File: config.mk
export PLATFORM = sky130hd
export DESIGN_NAME = branch_addr_sequencer_flat
export DESIGN_NICKNAME = d
export VERILOG_FILES = /design/src/rtl/branch_addr_sequencer_pkg.sv /design/src/rtl/branch_addr_sequencer_if.sv /design/src/rtl/branch_addr_sequencer_fixed_prio_arb3.sv /design/src/rtl/register_flip_flop.sv /design/src/rtl/branch_addr_sequencer.sv /design/src/flat_wrapper.sv
export SDC_FILE = /design/constraint.sdc
export NUM_CORES = 1
export LEC_CHECK = 0
export CELL_PAD_IN_SITES_DETAIL_PLACEMENT = 1
export CELL_PAD_IN_SITES_GLOBAL_PLACEMENT = 1
export CORE_MARGIN = 2
export CORE_UTILIZATION = 30
export DETAILED_ROUTE_END_ITERATION = 8
export GPL_ROUTABILITY_DRIVEN = 0
export PLACE_DENSITY = 0.86
export SETUP_SLACK_MARGIN = 0.4
export SYNTH_ARGS = -nofsm -noshare
export SYNTH_HDL_FRONTEND = slang
export SYNTH_SLANG_ARGS = --single-unit
File: constraint.sdc
create_clock -name Clock -period 2.7 [get_ports Clock]
set_input_delay 0.675 -clock Clock [delete_from_list [all_inputs] [get_ports Clock]]
set_output_delay 0.675 -clock Clock [all_outputs]
set_load 0.01 [all_outputs]
File: src/rtl/branch_addr_sequencer_pkg.sv
// Shared definitions for the branch-address sequencer and its arbiter.
//   - State encoding of the sequencer FSM (2-bit, legacy-compatible constants).
//   - Redirect source indices, also used as the bit positions of ack/req vectors.
package branch_addr_sequencer_pkg;

  typedef logic [1:0] src_idx_t;

  localparam logic [1:0] IDLE     = 2'd0;
  localparam logic [1:0] LOAD     = 2'd1;
  localparam logic [1:0] FLUSH    = 2'd2;
  localparam logic [1:0] REDIRECT = 2'd3;

  localparam src_idx_t SRC_EXC = 2'd0;
  localparam src_idx_t SRC_BR  = 2'd1;
  localparam src_idx_t SRC_RET = 2'd2;

endpackage

File: src/rtl/branch_addr_sequencer_if.sv
// Redirect bus between the EX/exception logic, the branch-address sequencer
// and the fetch-stage PC mux.
//   Requests   : exc/br/ret valid + address (requester -> sequencer)
//   Grant      : ack[2:0] one-cycle pulse (bit0 exc, bit1 br, bit2 ret)
//   Register   : reg_d, reg_ce, reg_cs controls and redirect_addr (register Q)
//   Fetch      : flush, redirect_valid / fetch_ready handshake
//   Status     : misalign (sticky), busy
// modport master = sequencer side, modport slave = surrounding pipeline side.
interface branch_addr_sequencer_if #(
  parameter int NrOfBits = 32
);
  logic                exc_valid;
  logic [NrOfBits-1:0] exc_addr;
  logic                br_valid;
  logic [NrOfBits-1:0] br_addr;
  logic                ret_valid;
  logic [NrOfBits-1:0] ret_addr;
  logic [2:0]          ack;
  logic [NrOfBits-1:0] reg_d;
  logic                reg_ce;
  logic                reg_cs;
  logic [NrOfBits-1:0] redirect_addr;
  logic                flush;
  logic                redirect_valid;
  logic                fetch_ready;
  logic                misalign;
  logic                busy;

  modport master (
    input  exc_valid, exc_addr, br_valid, br_addr, ret_valid, ret_addr, fetch_ready,
    output ack, reg_d, reg_ce, reg_cs, redirect_addr, flush, redirect_valid, misalign, busy
  );

  modport slave (
    output exc_valid, exc_addr, br_valid, br_addr, ret_valid, ret_addr, fetch_ready,
    input  ack, reg_d, reg_ce, reg_cs, redirect_addr, flush, redirect_valid, misalign, busy
  );
endinterface

File: src/rtl/branch_addr_sequencer_fixed_prio_arb3.sv
// fixed_prio_arb3: combinational 3-way fixed-priority arbiter (req[0] highest).
//   req[2:0]   in  request vector
//   grant[2:0] out one-hot grant (zero when no request)
//   grant_idx  out encoded index of the granted request (0 when none)
//   grant_any  out at least one request present
module fixed_prio_arb3
  import branch_addr_sequencer_pkg::*;
(
  input  logic [2:0] req,
  output logic [2:0] grant,
  output src_idx_t   grant_idx,
  output logic       grant_any
);

  always_comb begin
    grant     = 3'b000;
    grant_idx = SRC_EXC;
    if (req[0]) begin
      grant     = 3'b001;
      grant_idx = SRC_EXC;
    end else if (req[1]) begin
      grant     = 3'b010;
      grant_idx = SRC_BR;
    end else if (req[2]) begin
      grant     = 3'b100;
      grant_idx = SRC_RET;
    end
  end

  assign grant_any = |req;

endmodule

File: src/rtl/register_flip_flop.sv
// register_flip_flop: clock-enabled register in the Logisim component style.
//   Clock, Reset (async, active-high), Tick (global clock enable)
//   D / ClockEnable : data captured on a Tick-qualified edge when ClockEnable=1
//   pre             : synchronous preset to all ones (higher priority than load)
//   cs              : 1 deselects the register; Q then reads as zero, since the
//                     on-chip mux has no real high-Z bus to float
//   ActiveLevel     : 1 = rising-edge clocking, 0 = falling-edge clocking
module register_flip_flop #(
  parameter int NrOfBits    = 32,
  parameter int ActiveLevel = 1
) (
  input  logic                Clock,
  input  logic                Reset,
  input  logic                Tick,
  input  logic [NrOfBits-1:0] D,
  input  logic                ClockEnable,
  input  logic                cs,
  input  logic                pre,
  output logic [NrOfBits-1:0] Q
);

  logic [NrOfBits-1:0] q_reg;

  generate
    if (ActiveLevel != 0) begin : g_rise
      always_ff @(posedge Clock or posedge Reset) begin
        if (Reset)                    q_reg <= '0;
        else if (Tick && pre)         q_reg <= '1;
        else if (Tick && ClockEnable) q_reg <= D;
      end
    end else begin : g_fall
      always_ff @(negedge Clock or posedge Reset) begin
        if (Reset)                    q_reg <= '0;
        else if (Tick && pre)         q_reg <= '1;
        else if (Tick && ClockEnable) q_reg <= D;
      end
    end
  endgenerate

  assign Q = cs ? '0 : q_reg;

endmodule

File: src/rtl/branch_addr_sequencer.sv
// branch_addr_sequencer: arbitrates exception / branch / return redirects into
// the branch-instruction-address register, then sequences LOAD -> FLUSH ->
// REDIRECT towards fetch.
//   Clock, Reset (async, active-high), Tick (global clock enable)
//   bus (master modport of branch_addr_sequencer_if): requests, ack, register
//   controls and Q, flush, redirect handshake, misalign, busy.
// Parameters: NrOfBits (address width), FlushCycles (1..15), AlignBits.
module branch_addr_sequencer
  import branch_addr_sequencer_pkg::*;
#(
  parameter int NrOfBits    = 32,
  parameter int FlushCycles = 2,
  parameter int AlignBits   = 2
) (
  input  logic                   Clock,
  input  logic                   Reset,
  input  logic                   Tick,
  branch_addr_sequencer_if.master bus
);

  localparam logic [NrOfBits-1:0] ALIGN_MASK = {NrOfBits{1'b1}} << AlignBits;
  localparam logic [3:0]          FLUSH_LOAD = 4'(FlushCycles - 1);

  logic [1:0]          state;
  logic [3:0]          flush_cnt;
  src_idx_t            cur_src;
  logic [NrOfBits-1:0] reg_d;
  logic                misalign;

  logic [2:0]          req;
  logic [2:0]          grant;
  src_idx_t            grant_idx;
  logic                grant_any;
  logic [NrOfBits-1:0] sel_addr;
  logic                preempt_ok;
  logic                accept;
  logic                reg_ce;
  logic                reg_cs;

  assign req = {bus.ret_valid, bus.br_valid, bus.exc_valid};

  fixed_prio_arb3 u_arb (
    .req       (req),
    .grant     (grant),
    .grant_idx (grant_idx),
    .grant_any (grant_any)
  );

  always_comb begin
    sel_addr = bus.exc_addr;
    case (grant_idx)
      SRC_BR:  sel_addr = bus.br_addr;
      SRC_RET: sel_addr = bus.ret_addr;
      default: sel_addr = bus.exc_addr;
    endcase
  end

  // An exception may cut into a non-exception sequence once the register has
  // been loaded; br/ret arriving outside IDLE simply wait.
  assign preempt_ok = (state == FLUSH || state == REDIRECT) && (cur_src != SRC_EXC) && bus.exc_valid;
  assign accept     = Tick && grant_any && (state == IDLE || preempt_ok);

  always_ff @(posedge Clock or posedge Reset) begin
    if (Reset) begin
      state     <= IDLE;
      flush_cnt <= 4'd0;
      cur_src   <= SRC_EXC;
      reg_d     <= '0;
      misalign  <= 1'b0;
    end else if (Tick) begin
      if (accept) begin
        // Acceptance also wins over a REDIRECT handshake completing this cycle.
        state   <= LOAD;
        cur_src <= grant_idx;
        reg_d   <= sel_addr & ALIGN_MASK;
        if (|(sel_addr & ~ALIGN_MASK)) misalign <= 1'b1;
      end else begin
        case (state)
          LOAD: begin
            state     <= FLUSH;
            flush_cnt <= FLUSH_LOAD;
          end
          FLUSH: begin
            if (flush_cnt == 4'd0) state <= REDIRECT;
            else                   flush_cnt <= flush_cnt - 4'd1;
          end
          REDIRECT: begin
            if (bus.fetch_ready) state <= IDLE;
          end
          default: state <= IDLE;
        endcase
      end
    end
  end

  // Tick=0 must not load the register nor emit grants; everything else holds.
  assign reg_ce             = Tick && (state == LOAD);
  assign reg_cs             = (state != REDIRECT);
  assign bus.ack            = (accept && !Reset) ? grant : 3'b000;
  assign bus.reg_d          = reg_d;
  assign bus.reg_ce         = reg_ce;
  assign bus.reg_cs         = reg_cs;
  assign bus.flush          = (state == FLUSH);
  assign bus.redirect_valid = (state == REDIRECT);
  assign bus.misalign       = misalign;
  assign bus.busy           = (state != IDLE);

  register_flip_flop #(
    .NrOfBits    (NrOfBits),
    .ActiveLevel (1)
  ) u_bia_reg (
    .Clock       (Clock),
    .Reset       (Reset),
    .Tick        (Tick),
    .D           (reg_d),
    .ClockEnable (reg_ce),
    .cs          (reg_cs),
    .pre         (1'b0),
    .Q           (bus.redirect_addr)
  );

endmodule

File: src/flat_wrapper.sv
// flat-port wrapper written by rule: the top's interface ports become plain ports
module branch_addr_sequencer_flat import branch_addr_sequencer_pkg::*;
#(
  parameter int NrOfBits    = 32,
  parameter int FlushCycles = 2,
  parameter int AlignBits   = 2
)
  (Clock, Reset, Tick, bus_exc_valid, bus_exc_addr, bus_br_valid, bus_br_addr, bus_ret_valid, bus_ret_addr, bus_fetch_ready, bus_ack, bus_reg_d, bus_reg_ce, bus_reg_cs, bus_redirect_addr, bus_flush, bus_redirect_valid, bus_misalign, bus_busy);
  branch_addr_sequencer_if #(.NrOfBits(NrOfBits)) bus_i ();
  input  logic Clock;
  input  logic Reset;
  input  logic Tick;
  input wire logic [$bits(bus_i.exc_valid)-1:0] bus_exc_valid;
  input wire logic [$bits(bus_i.exc_addr)-1:0] bus_exc_addr;
  input wire logic [$bits(bus_i.br_valid)-1:0] bus_br_valid;
  input wire logic [$bits(bus_i.br_addr)-1:0] bus_br_addr;
  input wire logic [$bits(bus_i.ret_valid)-1:0] bus_ret_valid;
  input wire logic [$bits(bus_i.ret_addr)-1:0] bus_ret_addr;
  input wire logic [$bits(bus_i.fetch_ready)-1:0] bus_fetch_ready;
  output wire logic [$bits(bus_i.ack)-1:0] bus_ack;
  output wire logic [$bits(bus_i.reg_d)-1:0] bus_reg_d;
  output wire logic [$bits(bus_i.reg_ce)-1:0] bus_reg_ce;
  output wire logic [$bits(bus_i.reg_cs)-1:0] bus_reg_cs;
  output wire logic [$bits(bus_i.redirect_addr)-1:0] bus_redirect_addr;
  output wire logic [$bits(bus_i.flush)-1:0] bus_flush;
  output wire logic [$bits(bus_i.redirect_valid)-1:0] bus_redirect_valid;
  output wire logic [$bits(bus_i.misalign)-1:0] bus_misalign;
  output wire logic [$bits(bus_i.busy)-1:0] bus_busy;
  assign bus_i.exc_valid = bus_exc_valid;
  assign bus_i.exc_addr = bus_exc_addr;
  assign bus_i.br_valid = bus_br_valid;
  assign bus_i.br_addr = bus_br_addr;
  assign bus_i.ret_valid = bus_ret_valid;
  assign bus_i.ret_addr = bus_ret_addr;
  assign bus_i.fetch_ready = bus_fetch_ready;
  assign bus_ack = bus_i.ack;
  assign bus_reg_d = bus_i.reg_d;
  assign bus_reg_ce = bus_i.reg_ce;
  assign bus_reg_cs = bus_i.reg_cs;
  assign bus_redirect_addr = bus_i.redirect_addr;
  assign bus_flush = bus_i.flush;
  assign bus_redirect_valid = bus_i.redirect_valid;
  assign bus_misalign = bus_i.misalign;
  assign bus_busy = bus_i.busy;
  branch_addr_sequencer #(.NrOfBits(NrOfBits), .FlushCycles(FlushCycles), .AlignBits(AlignBits)) u_core (.Clock(Clock), .Reset(Reset), .Tick(Tick), .bus(bus_i));
endmodule
==> run_summary.xml <==
<?xml version="1.0" encoding="UTF-8"?>
<metrics>
  <group name="synth">
    <metric name="synth_simple_gate_area_frac" unit="">0.150</metric>
    <metric name="yosysSeqAreaShare" unit="">0.477</metric>
    <metric name="synth_seq_cells" unit="">69</metric>
    <metric name="yosysTopAreaCell" unit="">dfrtp_1</metric>
    <metric name="synth-compound-area-share" unit="">0.196</metric>
    <metric name="synth_top_cell_area_share" unit="">0.477</metric>
    <metric name="synth-warning-count" unit="">0</metric>
    <metric name="synthesis.area_per_instance" unit="um2">9.62</metric>
    <metric name="synth_top_family_by_area" unit="">compound AO/OA/AOI/OAI gates</metric>
    <metric name="post_synth_num_cell_types" unit="">39</metric>
    <metric name="gate_count_after_technology_mapping" unit="">376</metric>
    <metric name="synth_mux_area_frac" unit="">0.0934</metric>
    <metric name="synthAdderAreaFrac" unit="">0.0277</metric>
    <metric name="post_synth_xor_area_fraction" unit="">0</metric>
    <metric name="ys_top_cells_by_area" unit="">dfrtp_1 48%, mux2_2 9.3%, a22oi_1 6.2%</metric>
    <metric name="syn-cell-area" unit="um2">3620</metric>
  </group>
  <group name="detailed_routing">
    <metric name="drt_iter0_drc" unit="">106</metric>
    <metric name="num_vias" unit="">3507</metric>
    <metric name="routed_wl" unit="um">12400</metric>
    <metric name="m1WireLength" unit="um">4780</metric>
    <metric name="top_layer_used" unit="">met4</metric>
    <metric name="drtPass1Iterations" unit="">4</metric>
    <metric name="dr_vias_cell" unit="">4.93</metric>
    <metric name="post_drt_wl_per_cell" unit="um">17.5</metric>
    <metric name="post-route-drc-count" unit="">0</metric>
    <metric name="dr_wl_met2" unit="um">6690</metric>
    <metric name="wl_met3" unit="um">697</metric>
    <metric name="ant_nets" unit="">0</metric>
  </group>
  <group name="final_layout">
    <metric name="drive_above_1_share" unit="">0.197</metric>
    <metric name="finalInstanceArea" unit="um2">6070</metric>
    <metric name="final_nets" unit="">670</metric>
    <metric name="syn_to_final_growth" unit="%">67.8</metric>
    <metric name="insertedDiodeCount" unit="">0</metric>
    <metric name="most-common-layout-cells" unit="">130 x clkdlybuf4s50_1, 67 x dfrtp_1, 38 x nand2_1</metric>
    <metric name="instances_no_fill" unit="">711</metric>
    <metric name="final_common_cell" unit="">clkdlybuf4s50_1</metric>
  </group>
  <group name="timing">
    <metric name="worst_clock_skew" unit="ns">0.00747</metric>
    <metric name="post-route-min-period" unit="ns">2.47</metric>
    <metric name="min_period_over_period" unit="">0.916</metric>
    <metric name="timing.slew.headroom" unit="">0.589</metric>
    <metric name="timing_max_transition_violations_final" unit="">0</metric>
    <metric name="hold_viol" unit="">0</metric>
    <metric name="rsz_0062_raised_after_global_routing" unit="">yes</metric>
    <metric name="max_clock_freq" unit="MHz">404</metric>
    <metric name="worstMarginPinSlew" unit="ns">0.616</metric>
    <metric name="setup_viol_count_final" unit="">0</metric>
    <metric name="setup-tns-final" unit="ns">0</metric>
  </group>
  <group name="die">
    <metric name="core_area" unit="um2">11900</metric>
    <metric name="die_span_x" unit="um">114</metric>
    <metric name="die-area" unit="um2">13000</metric>
    <metric name="start_util" unit="">0.304</metric>
    <metric name="die_height" unit="um">114</metric>
    <metric name="floorplan.rows" unit="">40</metric>
    <metric name="top_level_ports" unit="">176</metric>
  </group>
  <group name="critical_path">
    <metric name="timing.critical_path.from_type" unit="">flip-flop</metric>
    <metric name="reg2regPathDepth" unit="">6</metric>
    <metric name="worst-endpoint-required" unit="ns">2.03</metric>
    <metric name="path_cells" unit="">inv_4 &gt; ha_4 &gt; o22a_1 &gt; o221ai_4 &gt; buf_6 &gt; nor3b_2 &gt; buf_2</metric>
    <metric name="setup.worst_path.class" unit="">reg2out</metric>
    <metric name="critical_path_peak_fanout" unit="">4</metric>
    <metric name="critical_path.max_stage_delay" unit="ns">0.42</metric>
    <metric name="critical_path.n_buffers_inverters" unit="">3</metric>
    <metric name="timing.critical_path.depth" unit="">7</metric>
    <metric name="critical_path_arrival" unit="ns">1.80</metric>
    <metric name="worst_path_max_delay_cell" unit="">dfrtp_2</metric>
    <metric name="setup.reg_to_reg.worst_slack" unit="ns">0.57</metric>
    <metric name="endpoint_kind" unit="">output pin</metric>
    <metric name="critical-path-top-delay-family" unit="">compound AO/OA/AOI/OAI gates</metric>
  </group>
  <group name="grt">
    <metric name="global_route.usage.total" unit="">0.188</metric>
    <metric name="grt-ovfl-total" unit="">0</metric>
    <metric name="grt_pass1_vias" unit="">3767</metric>
    <metric name="global_route_wire_length_before_repair" unit="um">19400</metric>
    <metric name="grt_antenna_before_repair" unit="">0</metric>
    <metric name="largest_net_degree_at_the_start_of_global_routing" unit="">67</metric>
  </group>
  <group name="min_path">
    <metric name="holdPathStages" unit="">1</metric>
    <metric name="min-delay-path-class" unit="">reg2reg</metric>
  </group>
  <group name="clock_network">
    <metric name="cts_hold_buf" unit="">0</metric>
    <metric name="cts_tree" unit="">done</metric>
    <metric name="cts.reportedPaths.clkPinSlew" unit="ns">0.06</metric>
    <metric name="clockBufferDepth" unit="">2</metric>
    <metric name="tritoncts.num_buffers" unit="">9</metric>
    <metric name="number_of_levels_in_the_clock_h_tree" unit="">3</metric>
    <metric name="numClockSinks" unit="">69</metric>
    <metric name="clkLatencyLatePin" unit="ns">0.32</metric>
    <metric name="root_buffer" unit="">clkbuf_16</metric>
  </group>
  <group name="flow_run">
    <metric name="cap_violations" unit="">0</metric>
  </group>
  <group name="placed_design">
    <metric name="detailed_place_hpwl" unit="um">8980</metric>
    <metric name="post-place-cells" unit="">684</metric>
    <metric name="total_placed_instance_area" unit="um2">5570</metric>
    <metric name="buffer_ports.inserted" unit="">171</metric>
  </group>
  <group name="run_status">
    <metric name="run_status" unit="">complete, no violations</metric>
  </group>
  <group name="pwr">
    <metric name="irDropWorstVdd" unit="mV">0.273</metric>
    <metric name="total_leakage_power" unit="uW">0.00288</metric>
    <metric name="power.density_cell_area" unit="nW/um2">879</metric>
  </group>
</metrics>
-- what timing repair did --
item                                    4_1_cts  5_1_grt
endpoints found under the setup margin       69       52
gates resized for setup                      48       61
pin swaps                                     6        5
hold endpoints to repair                      0        0
gates cloned                                  0        2
buffers inserted                              7        2
-- worst reg2reg max path: cells and delay by family, from the launching register on --
kind / cells / cell delay [ns]
AO/OA/AOI/OAI: 3 / 0.75
buffers and inverters: 2 / 0.63
flip-flops: 1 / 0.42
adder cells (fa/ha/maj): 1 / 0.16
-- cells in the mapped netlist --
library cell / count
and4_1: 1
o22ai_1: 1
conb_1: 1
o21ai_0: 33
a32o_1: 1
nand2_1: 38
a32oi_1: 1
o21a_2: 1
and2_1: 31
o211ai_1: 1
or3_1: 1
nor3_2: 2
or3b_2: 1
buf_2: 6
clkbuf_1: 12
inv_1: 12
a21oi_1: 33
nand2b_1: 1
ha_1: 8
buf_4: 4
clkbuf_2: 2
or3b_1: 1
nor3b_2: 1
nor3_1: 1
nor4_1: 2
buf_6: 2
a22oi_1: 30
a2bb2oi_1: 1
dfrtp_1: 69
mux2_2: 30
o221ai_4: 1
o21a_1: 1
a31oi_1: 2
buf_1: 4
nor2_1: 31
o21ai_1: 5
o21bai_1: 1
o22a_1: 2
a21o_1: 1
-- metrics by stage --
stage               utilization  hold WS, ns  total power [uW]  setup slack, ns
global route              0.509        0.506              5680            0.135
detailed placement        0.468        0.485              3910           -0.308
floorplan                     -        0.451              2790            0.451
finish                    0.509        0.496              5330            0.228
global placement          0.468        0.465              3770           -0.251
CTS                       0.502        0.499              5300            0.184
-- layout make-up --
class | count | area (um2)
fillers | 1326 | 5840
repair buffers | 199 | 2000
multi-input cells | 268 | 1770
flip-flops and latches | 69 | 1730
clock buffers | 11 | 253
well taps | 147 | 184
clock inverters | 5 | 81.3
inverters | 12 | 51.3
-- layer usage --
metal / vias up / track usage
met4: 0 / 0.0390
met2: 109 / 0.356
met5: - / 0
li1: 1664 / -
met3: 16 / 0.0494
met1: 1718 / 0.211
-- kinds of logic after synthesis --
family	Yosys count
AOI/OAI and AO/OA	115
and+or+nand+nor	111
DFF	69
buffers and inverters	42
muxes	30
adders and majority gates	8
other	1
-- final timing paths --
| path | start | endpoint |
|---|---|---|
| max | u_core.state[0] | bus_ack[0] |
| min | u_core.u_bia_reg.q_reg[16] | u_core.u_bia_reg.q_reg[16] |
| max reg2reg | u_core.state[0] | u_core.bus.reg_d[12] |
| min reg2reg | u_core.u_bia_reg.q_reg[16] | u_core.u_bia_reg.q_reg[16] |
| max in group asynchronous | Reset | u_core.bus.reg_d[17] |
| min in group asynchronous | Reset | u_core.cur_src[0] |
-- report_power, final --
group          switching (uW)  total, uW  internal [uW]  leakage [uW]
logic                    1060       2300           1250       0.00184
clock network             435       1300            861      0.000162
registers                 272       1730           1460      0.000877
Note: power is estimated with default switching activity, not from simulation.
